$ cat src/rtl/ble_cmd_parser.sv
// Line-oriented command parser: collects up to six ASCII digits, commits them to a
// six-digit BCD display word on CR/LF, with backspace, clear, error drain and idle timeout.
module ble_cmd_parser #(
  parameter int unsigned TIMEOUT_CYC = 50_000_000
) (
  input  logic        sys_clk,
  input  logic        rst_n,
  input  logic [7:0]  rdata,
  input  logic        rx_sig,
  output logic [23:0] disp_bcd,
  output logic        disp_valid,
  output logic        cmd_err,
  output logic [2:0]  digit_cnt,
  output logic        busy
);

  localparam int unsigned CW = (TIMEOUT_CYC > 1) ? $clog2(TIMEOUT_CYC) : 1;
  localparam logic [CW-1:0] IDLE_MAX = CW'(TIMEOUT_CYC - 1);
  localparam logic [23:0] BLANK = 24'hFFFFFF;

  typedef enum logic [1:0] {
    IDLE    = 2'd0,
    COLLECT = 2'd1,
    DRAIN   = 2'd2
  } state_t;

  state_t          r_state;
  logic [23:0]     r_wbuf;
  logic [2:0]      r_count;
  logic [CW-1:0]   r_idle;
  logic [23:0]     r_disp;
  logic            r_valid;
  logic            r_err;
  logic            r_busy;

  state_t          w_state_nx;
  logic [23:0]     w_wbuf_nx;
  logic [2:0]      w_count_nx;
  logic [CW-1:0]   w_idle_nx;
  logic [23:0]     w_disp_nx;
  logic            w_valid_nx;
  logic            w_err_nx;

  logic            w_is_digit;
  logic            w_is_term;
  logic            w_is_bs;
  logic            w_is_clr;

  assign w_is_digit = (rdata >= 8'h30) && (rdata <= 8'h39);
  assign w_is_term  = (rdata == 8'h0D) || (rdata == 8'h0A);
  assign w_is_bs    = (rdata == 8'h08);
  assign w_is_clr   = (rdata == 8'h43) || (rdata == 8'h63);

  // Register stage: every output comes straight from a flop.
  always_ff @(posedge sys_clk or negedge rst_n) begin
    if (!rst_n) begin
      r_state <= IDLE;
      r_wbuf  <= BLANK;
      r_count <= 3'd0;
      r_idle  <= '0;
      r_disp  <= BLANK;
      r_valid <= 1'b0;
      r_err   <= 1'b0;
      r_busy  <= 1'b0;
    end else begin
      r_state <= w_state_nx;
      r_wbuf  <= w_wbuf_nx;
      r_count <= w_count_nx;
      r_idle  <= w_idle_nx;
      r_disp  <= w_disp_nx;
      r_valid <= w_valid_nx;
      r_err   <= w_err_nx;
      r_busy  <= (w_state_nx != IDLE);
    end
  end

  // Next-state decode; an accepted byte always takes priority over the idle timeout.
  always_comb begin
    w_state_nx = r_state;
    w_wbuf_nx  = r_wbuf;
    w_count_nx = r_count;
    w_idle_nx  = r_idle;
    w_disp_nx  = r_disp;
    w_valid_nx = 1'b0;
    w_err_nx   = 1'b0;
    if (rx_sig) begin
      w_idle_nx = '0;
      if (w_is_clr) begin
        w_disp_nx  = BLANK;
        w_valid_nx = 1'b1;
        w_wbuf_nx  = BLANK;
        w_count_nx = 3'd0;
        w_state_nx = IDLE;
      end else begin
        case (r_state)
          IDLE, COLLECT: begin
            if (w_is_digit) begin
              if (r_count < 3'd6) begin
                w_wbuf_nx  = {r_wbuf[19:0], rdata[3:0]};
                w_count_nx = r_count + 3'd1;
                w_state_nx = COLLECT;
              end else begin
                w_err_nx   = 1'b1;
                w_wbuf_nx  = BLANK;
                w_count_nx = 3'd0;
                w_state_nx = DRAIN;
              end
            end else if (w_is_term) begin
              if (r_state == COLLECT) begin
                w_disp_nx  = r_wbuf;
                w_valid_nx = 1'b1;
                w_wbuf_nx  = BLANK;
                w_count_nx = 3'd0;
                w_state_nx = IDLE;
              end else begin
                w_state_nx = IDLE;
              end
            end else if (w_is_bs) begin
              if (r_state == COLLECT) begin
                w_wbuf_nx  = {4'hF, r_wbuf[23:4]};
                w_count_nx = r_count - 3'd1;
                if (r_count == 3'd1) begin
                  w_state_nx = IDLE;
                end else begin
                  w_state_nx = COLLECT;
                end
              end else begin
                w_state_nx = IDLE;
              end
            end else begin
              w_err_nx   = 1'b1;
              w_wbuf_nx  = BLANK;
              w_count_nx = 3'd0;
              w_state_nx = DRAIN;
            end
          end
          DRAIN: begin
            if (w_is_term) begin
              w_state_nx = IDLE;
            end else begin
              w_state_nx = DRAIN;
            end
          end
          default: begin
            w_wbuf_nx  = BLANK;
            w_count_nx = 3'd0;
            w_state_nx = IDLE;
          end
        endcase
      end
    end else if (r_state == IDLE) begin
      w_idle_nx = '0;
    end else if (r_idle == IDLE_MAX) begin
      w_idle_nx  = '0;
      w_wbuf_nx  = BLANK;
      w_count_nx = 3'd0;
      w_state_nx = IDLE;
    end else begin
      w_idle_nx = r_idle + {{(CW-1){1'b0}}, 1'b1};
    end
  end

  assign disp_bcd   = r_disp;
  assign disp_valid = r_valid;
  assign cmd_err    = r_err;
  assign digit_cnt  = r_count;
  assign busy       = r_busy;

endmodule

$ cat config.mk
export PLATFORM = sky130hd
export DESIGN_NAME = ble_cmd_parser
export DESIGN_NICKNAME = d
export VERILOG_FILES = /design/src/rtl/ble_cmd_parser.sv
export SDC_FILE = /design/constraint.sdc
export NUM_CORES = 1
export LEC_CHECK = 0
export CAP_MARGIN = 20
export CORE_AREA = 4 4 131 83
export DETAILED_ROUTE_END_ITERATION = 7
export DIE_AREA = 0 0 135 87
export PLACE_DENSITY_LB_ADDON = 0.3
export SYNTH_ARGS = -nofsm -noshare
export SYNTH_HDL_FRONTEND = slang
export SYNTH_SLANG_ARGS = --single-unit
$ cat constraint.sdc
create_clock -name sys_clk -period 7.4 [get_ports sys_clk]
set_input_delay 0.74 -clock sys_clk [delete_from_list [all_inputs] [get_ports sys_clk]]
set_output_delay 0.74 -clock sys_clk [all_outputs]
set_load 0.01 [all_outputs]
# Yosys cells after proc, flatten, opt, wreduce, memory -nomap -nowiden
# Index checks and enable logic that the tools add are counted.
[totals]
out_inout_bits = 30
in_bits = 11
word_cells = 95
ff_bits = 82
[classes]
reduce_logical = 12
magnitude_cmp = 3
n_eq_ne = 14
add_sub_neg = 3
mux = 55
[op_table]
columns = ["operator", "count"]
rows = [
  ["$mux W24", 15],
  ["$mux W26", 3],
  ["$pmux W24 S2", 1],
  ["$mux W3", 10],
  ["$add A26 B1 Y26 const B", 1],
  ["$eq A26 B26 Y1 const B", 1],
  ["$eq A8 B4 Y1 const B", 3],
  ["$mux W2", 10],
  ["$eq A8 B7 Y1 const B", 2],
  ["$mux W1", 14],
  ["$ne A6 B6 Y1 const B", 2],
  ["$reduce_and A5 Y1", 2],
  ["$reduce_bool A2 Y1", 5],
  ["$ge A8 B6 Y1 const B", 1],
  ["$le A8 B6 Y1 const B", 1],
  ["$pmux W3 S2", 1],
  ["$pmux W2 S2", 1],
  ["$add A3 B1 Y3 const B", 1],
  ["$eq A3 B1 Y1 const B", 1],
  ["$lt A3 B3 Y1 const B", 1],
  ["$ne A3 B3 Y1 const B", 1],
  ["$sub A3 B1 Y3 const B", 1],
  ["$eq A2 B1 Y1 const B", 1],
  ["$eq A2 B2 Y1 const B", 1],
  ["6 further kinds", 7],
]

# Logic depth before layout (Yosys ltp)
[logic_depth]
ltp_word = 10
depth_mapped = 7
depth_no_buf = 7

# Least setup slack after synthesis
# Ideal clock, no wire load.
[synth_path]
path_type = "input-to-reg"
startpoint = "input rdata[5]"
endpoint = "register r_disp[0], in the netlist disp_bcd[0]"
t_required_ns = 7.339
t_arrival_ns = 2.603
slack_ns = 4.736
stages = 6
setup_ns = 0.061
path_cell_list = "or4b_2 -> a211oi_1 -> nand3_1 -> a21boi_1 -> clkbuf_1 -> o22a_1"
[synth_via]
elab_chain_len = 4
elab_cells_between_ends = 15
classes_between = "order compare: 2; eq/ne: 5; mux: 1; reduce/logical: 7"
[synth_lines]
columns = ["element", "line", "text"]
rows = [
  ["from (decl)", "8", "input logic [7:0] rdata,"],
  ["$ge A8 B6 Y1, or another cell as far along", "49", "assign w_is_digit = (rdata >= 8'h30) && (rdata <= 8'h39);"],
  ["$logic_and A1 B1 Y1, or another cell as far along", "49", ""],
  ["$ne A2 B1 Y1 (no line) / $reduce_bool A2 Y1 (equally long branches)", "-", ""],
  ["$reduce_and A5 Y1 (no line)", "-", ""],
  ["to (signal assigned)", "70", "r_disp <= w_disp_nx;"],
  ["to (decl)", "31", "logic [23:0] r_disp;"],
]
# Parallel ways exist; a longest one is shown, timed or not.
# A chain may end at the register's enable or synchronous reset.

# Worst setup path in the final report
[layout_path]
startpoint = "input rdata[6]"
endpoint = "register r_busy, in the netlist busy"
[layout_via]
elab_chain_len = 8
elab_cells_between_ends = 18
classes_between = "order compare: 2; eq/ne: 5; mux: 7; reduce/logical: 4"
[layout_lines]
columns = ["element", "line", "text"]
rows = [
  ["parallel branches: the longest is 5 deep, another holds $ge A8 B6 Y1", "-", ""],
  ["$mux W2 (*)", "88", "if (w_is_clr) begin"],
  ["$mux W2 (*)", "86", "if (rx_sig) begin"],
  ["$reduce_bool A2 Y1 (*)", "73", "r_busy <= (w_state_nx != IDLE);"],
  ["to (signal assigned)", "73", ""],
  ["to (decl)", "34", "logic r_busy;"],
]
# Mark *: on every way between the ends.

==> impl_metrics.prom <==
# TYPE chip_impl_metric gauge
chip_impl_metric{name="final_hold_viol_count",unit=""} 0
chip_impl_info{name="worstSetupStartpointType",value="input port"} 1
chip_impl_metric{name="synth.yosys.seq_area_share",unit="%"} 55.9
chip_impl_metric{name="cts_hold_buf",unit=""} 0
chip_impl_metric{name="clock_tree.htree_level_count",unit=""} 3
chip_impl_info{name="timing.critical_path.max_delay_family",value="simple AND/OR/NAND/NOR gates"} 1
chip_impl_metric{name="first_global_vias",unit=""} 2726
chip_impl_metric{name="yosysTopAreaCellShare",unit="%"} 33.4
chip_impl_metric{name="final_net_count",unit=""} 392
chip_impl_info{name="crit_path_end_kind",value="flip-flop"} 1
chip_impl_metric{name="ys_async_sr_fraction",unit="%"} 100
chip_impl_metric{name="core.rowCount",unit=""} 28
chip_impl_metric{name="ys_warn_count",unit=""} 0
chip_impl_metric{name="max_clock_freq",unit="GHz"} 0.278
chip_impl_metric{name="clk_path_buf_depth",unit=""} 2
chip_impl_metric{name="n_antenna_cell",unit=""} 0
chip_impl_metric{name="drive_above_1_share",unit="%"} 19.6
chip_impl_metric{name="number_of_antenna_violations_at_the_first_check_in_global_routing",unit=""} 0
chip_impl_info{name="result_of_the_run",value="complete, no violations"} 1
chip_impl_metric{name="cp.required",unit="ps"} 7660
chip_impl_metric{name="syn_nets",unit=""} 356
chip_impl_metric{name="cp_data_arrival_time",unit="ps"} 3860
chip_impl_metric{name="path_max_fanout",unit=""} 27
chip_impl_metric{name="postCtsResizedCells",unit=""} 0
chip_impl_metric{name="cts_num_sinks",unit=""} 82
chip_impl_info{name="crit_slowest_cell",value="sky130_fd_sc_hd__and2_1"} 1
chip_impl_info{name="post_synth_most_frequent_cells",value="sky130_fd_sc_hd__dfstp_2, sky130_fd_sc_hd__dfrtp_1, sky130_fd_sc_hd__nor2_1, sky130_fd_sc_hd__o22a_1"} 1
chip_impl_metric{name="floorplan.core_area",unit="mm^2"} 0.00963
chip_impl_metric{name="total_length_of_routed_wires",unit="um"} 8910
chip_impl_metric{name="total_power",unit="W"} 0.00106
chip_impl_metric{name="timing.final.crit_period",unit="ps"} 3600
chip_impl_metric{name="cts-buffers-inserted",unit=""} 9
chip_impl_metric{name="via_count",unit=""} 2850
chip_impl_metric{name="drv_cap",unit=""} 0
chip_impl_info{name="worst_hold_path_type",value="in -> async"} 1
chip_impl_metric{name="timing.final.max_slew_violations",unit=""} 0
chip_impl_metric{name="setup.reg_to_reg.worst_slack",unit="ps"} 4230
chip_impl_info{name="post-synth-top-area-cell",value="sky130_fd_sc_hd__dfstp_2"} 1
chip_impl_metric{name="gp_congestion",unit=""} 0.859
chip_impl_metric{name="max_slew.worst_pin.slew",unit="ps"} 999
chip_impl_metric{name="design.die.area",unit="mm^2"} 0.0117
chip_impl_metric{name="utilization",unit="%"} 48.1
chip_impl_metric{name="detail-route-antenna-nets",unit=""} 0
chip_impl_metric{name="grt_overflow_total",unit=""} 0
chip_impl_metric{name="syn_avg_cell_area",unit="um^2"} 11.1
chip_impl_metric{name="die_x",unit="um"} 135
chip_impl_metric{name="worst_r2r_path_depth",unit=""} 5
chip_impl_metric{name="fin_worst_skew",unit="ps"} 7.99
chip_impl_metric{name="timing.critical_path.buf_inv",unit=""} 1
chip_impl_info{name="synth_most_common_cell",value="sky130_fd_sc_hd__dfstp_2"} 1
chip_impl_metric{name="syn_to_layout_area_delta",unit="%"} 22.6
chip_impl_metric{name="grt_max_degree",unit=""} 83
chip_impl_metric{name="post_cts_buffers",unit=""} 0
chip_impl_metric{name="synth_edf_count",unit=""} 0
chip_impl_metric{name="grt_first_pass_wirelength",unit="um"} 14400
chip_impl_metric{name="synth-seq-cells",unit=""} 82
chip_impl_metric{name="drt_pre_antenna_iters",unit=""} 4
chip_impl_metric{name="stdcell_count",unit=""} 517
chip_impl_info{name="critPathKind",value="in -> reg"} 1
chip_impl_metric{name="dp.cells",unit=""} 500
chip_impl_metric{name="port_buffers",unit=""} 40
chip_impl_metric{name="die_height",unit="um"} 87
chip_impl_metric{name="grt.total_usage",unit="%"} 15.7
chip_impl_metric{name="start_util",unit="%"} 39.2
chip_impl_info{name="clk_root_buffer_cell",value="sky130_fd_sc_hd__clkbuf_16"} 1
chip_impl_metric{name="power_density",unit="mW/mm^2"} 228
chip_impl_metric{name="timing.setup.tns",unit="ps"} 0
chip_impl_metric{name="timing.final.crit_share",unit="%"} 48.7
chip_impl_info{name="rsz_0062_raised_after_global_routing",value="no"} 1
chip_impl_metric{name="drc",unit=""} 0
chip_impl_metric{name="detailedPlacementHpwl",unit="um"} 6010
chip_impl_metric{name="drt-wirelength-per-cell",unit="um"} 17.2
chip_impl_metric{name="worstSkewPairLatency",unit="ps"} 340
chip_impl_info{name="r2r-start",value="r_idle[8]"} 1
chip_impl_metric{name="synth.cell_area",unit="mm^2"} 0.00378
chip_impl_metric{name="slew-limit-headroom",unit="%"} 33.2
chip_impl_metric{name="boundaryPins",unit=""} 41
chip_impl_metric{name="first_iter_violations",unit=""} 207
chip_impl_metric{name="clkSlewWorstSetupHoldPaths",unit="ps"} 60
chip_impl_metric{name="ys_types",unit=""} 45
chip_impl_metric{name="report.final.setup_viol",unit=""} 0
chip_impl_info{name="cts_tree",value="done"} 1
chip_impl_metric{name="ir_drop",unit="mV"} 0.101
chip_impl_info{name="synth-main-ff-cell",value="sky130_fd_sc_hd__dfstp_2"} 1
chip_impl_metric{name="synthesized_instance_count",unit=""} 341
chip_impl_info{name="netlist_top_cells_area",value="sky130_fd_sc_hd__dfstp_2, sky130_fd_sc_hd__dfrtp_1, sky130_fd_sc_hd__o22a_1"} 1
chip_impl_info{name="crit-reg2reg-capture",value="digit_cnt[2]"} 1
chip_impl_info{name="path_cells",value="clkdlybuf4s50_1, nor4bb_1, and2_1, nand2_1, a21oi_1, nand3b_1"} 1
chip_impl_metric{name="leakagePower",unit="nW"} 1.71
chip_impl_metric{name="crit_path_max_incr_delay",unit="ps"} 860
chip_impl_metric{name="vias_per_cell",unit=""} 5.51
==> sequential cells by signal, indices dropped and copies added (netlist names) <==
register	flops
disp_valid	1
busy	1
disp_bcd	24
r_idle	26
r_state	2
r_wbuf	24
digit_cnt	3
cmd_err	1
==> cell usage in the layout (no fill, tap or decap), types with 2 or more instances in the layout <==
cell type,synthesis,layout
sky130_fd_sc_hd__dfstp_2,48,48
sky130_fd_sc_hd__clkdlybuf4s50_1,0,39
sky130_fd_sc_hd__dfrtp_1,34,34
sky130_fd_sc_hd__nor2_1,32,32
sky130_fd_sc_hd__o22a_1,28,28
sky130_fd_sc_hd__o22ai_1,20,20
sky130_fd_sc_hd__a2bb2oi_1,20,20
sky130_fd_sc_hd__xnor2_1,18,18
sky130_fd_sc_hd__nand3_1,17,17
sky130_fd_sc_hd__nand2_1,14,14
sky130_fd_sc_hd__nor3_1,13,13
sky130_fd_sc_hd__inv_1,12,12
sky130_fd_sc_hd__clkbuf_16,0,10
sky130_fd_sc_hd__nand4_1,6,6
sky130_fd_sc_hd__xor2_1,6,6
sky130_fd_sc_hd__nor4_1,5,5
sky130_fd_sc_hd__or3_1,4,4
sky130_fd_sc_hd__and3_1,4,4
sky130_fd_sc_hd__ha_1,4,4
sky130_fd_sc_hd__and4_1,3,3
sky130_fd_sc_hd__a211oi_1,3,3
sky130_fd_sc_hd__buf_4,0,3
sky130_fd_sc_hd__or4_1,2,2
sky130_fd_sc_hd__nand4b_1,2,2
sky130_fd_sc_hd__o21ai_0,2,2
sky130_fd_sc_hd__a21oi_1,2,2
sky130_fd_sc_hd__nand3b_1,2,2
sky130_fd_sc_hd__or2_2,2,2
sky130_fd_sc_hd__a31oi_1,2,2
sky130_fd_sc_hd__clkinvlp_4,0,2
==> through the flow <==
stage | hold WS (ps) | instance area, um^2 | worst slack, ps
floorplan | 444 | 3780 | 4740
global placement | 501 | 4290 | 3810
detailed placement | 509 | 4300 | 3500
CTS | 518 | 4600 | 3860
global route | 228 | 4630 | 3530
finish | 229 | 4630 | 3800
==> per-layer routing <==
metal  wire length [um]  global-route usage (%)  vias up
met5                  0                       0        -
met4                108                    5.03        0
met3                473                    3.98        9
met2               3790                    21.1       61
met1               4540                    24.3     1432
li1                   -                       -     1348
==> layout make-up <==
class | instances | area, um^2
Clock buffer | 12 | 268
Clock inverter | 4 | 32.5
Fill cell | 872 | 5000
Inverter | 12 | 45.0
Multi-Input combinational cell | 228 | 1550
Sequential cell | 82 | 2110
Tap cell | 135 | 169
Timing Repair Buffer | 44 | 455
==> power by group <==
part           internal (W)  switching (W)
registers          0.000483      0.0000145
clock network      0.000259       0.000180
logic             0.0000662      0.0000545
total              0.000808       0.000249
==> how the worst max path moves through the flow <==
stage | from | to | slack (ps) | cells after the start
global route | rdata[6] | busy | 3530 | 6
finish | rdata[6] | busy | 3800 | 6
detailed placement | rdata[6] | busy | 3500 | 6
CTS | rdata[6] | busy | 3860 | 6
global placement | rdata[5] | r_wbuf[3] | 3810 | 6
floorplan | rdata[5] | disp_bcd[0] | 4740 | 6
==> cell families after synthesis <==
logic type	synth area share, %
flops	55.9
xor+xnor	5.57
compound gates	18.2
mux	0.298
simple gates	15.6
buf+inv	3.15
fa+ha+maj	1.33
Power figures use the tool's default switching activity.
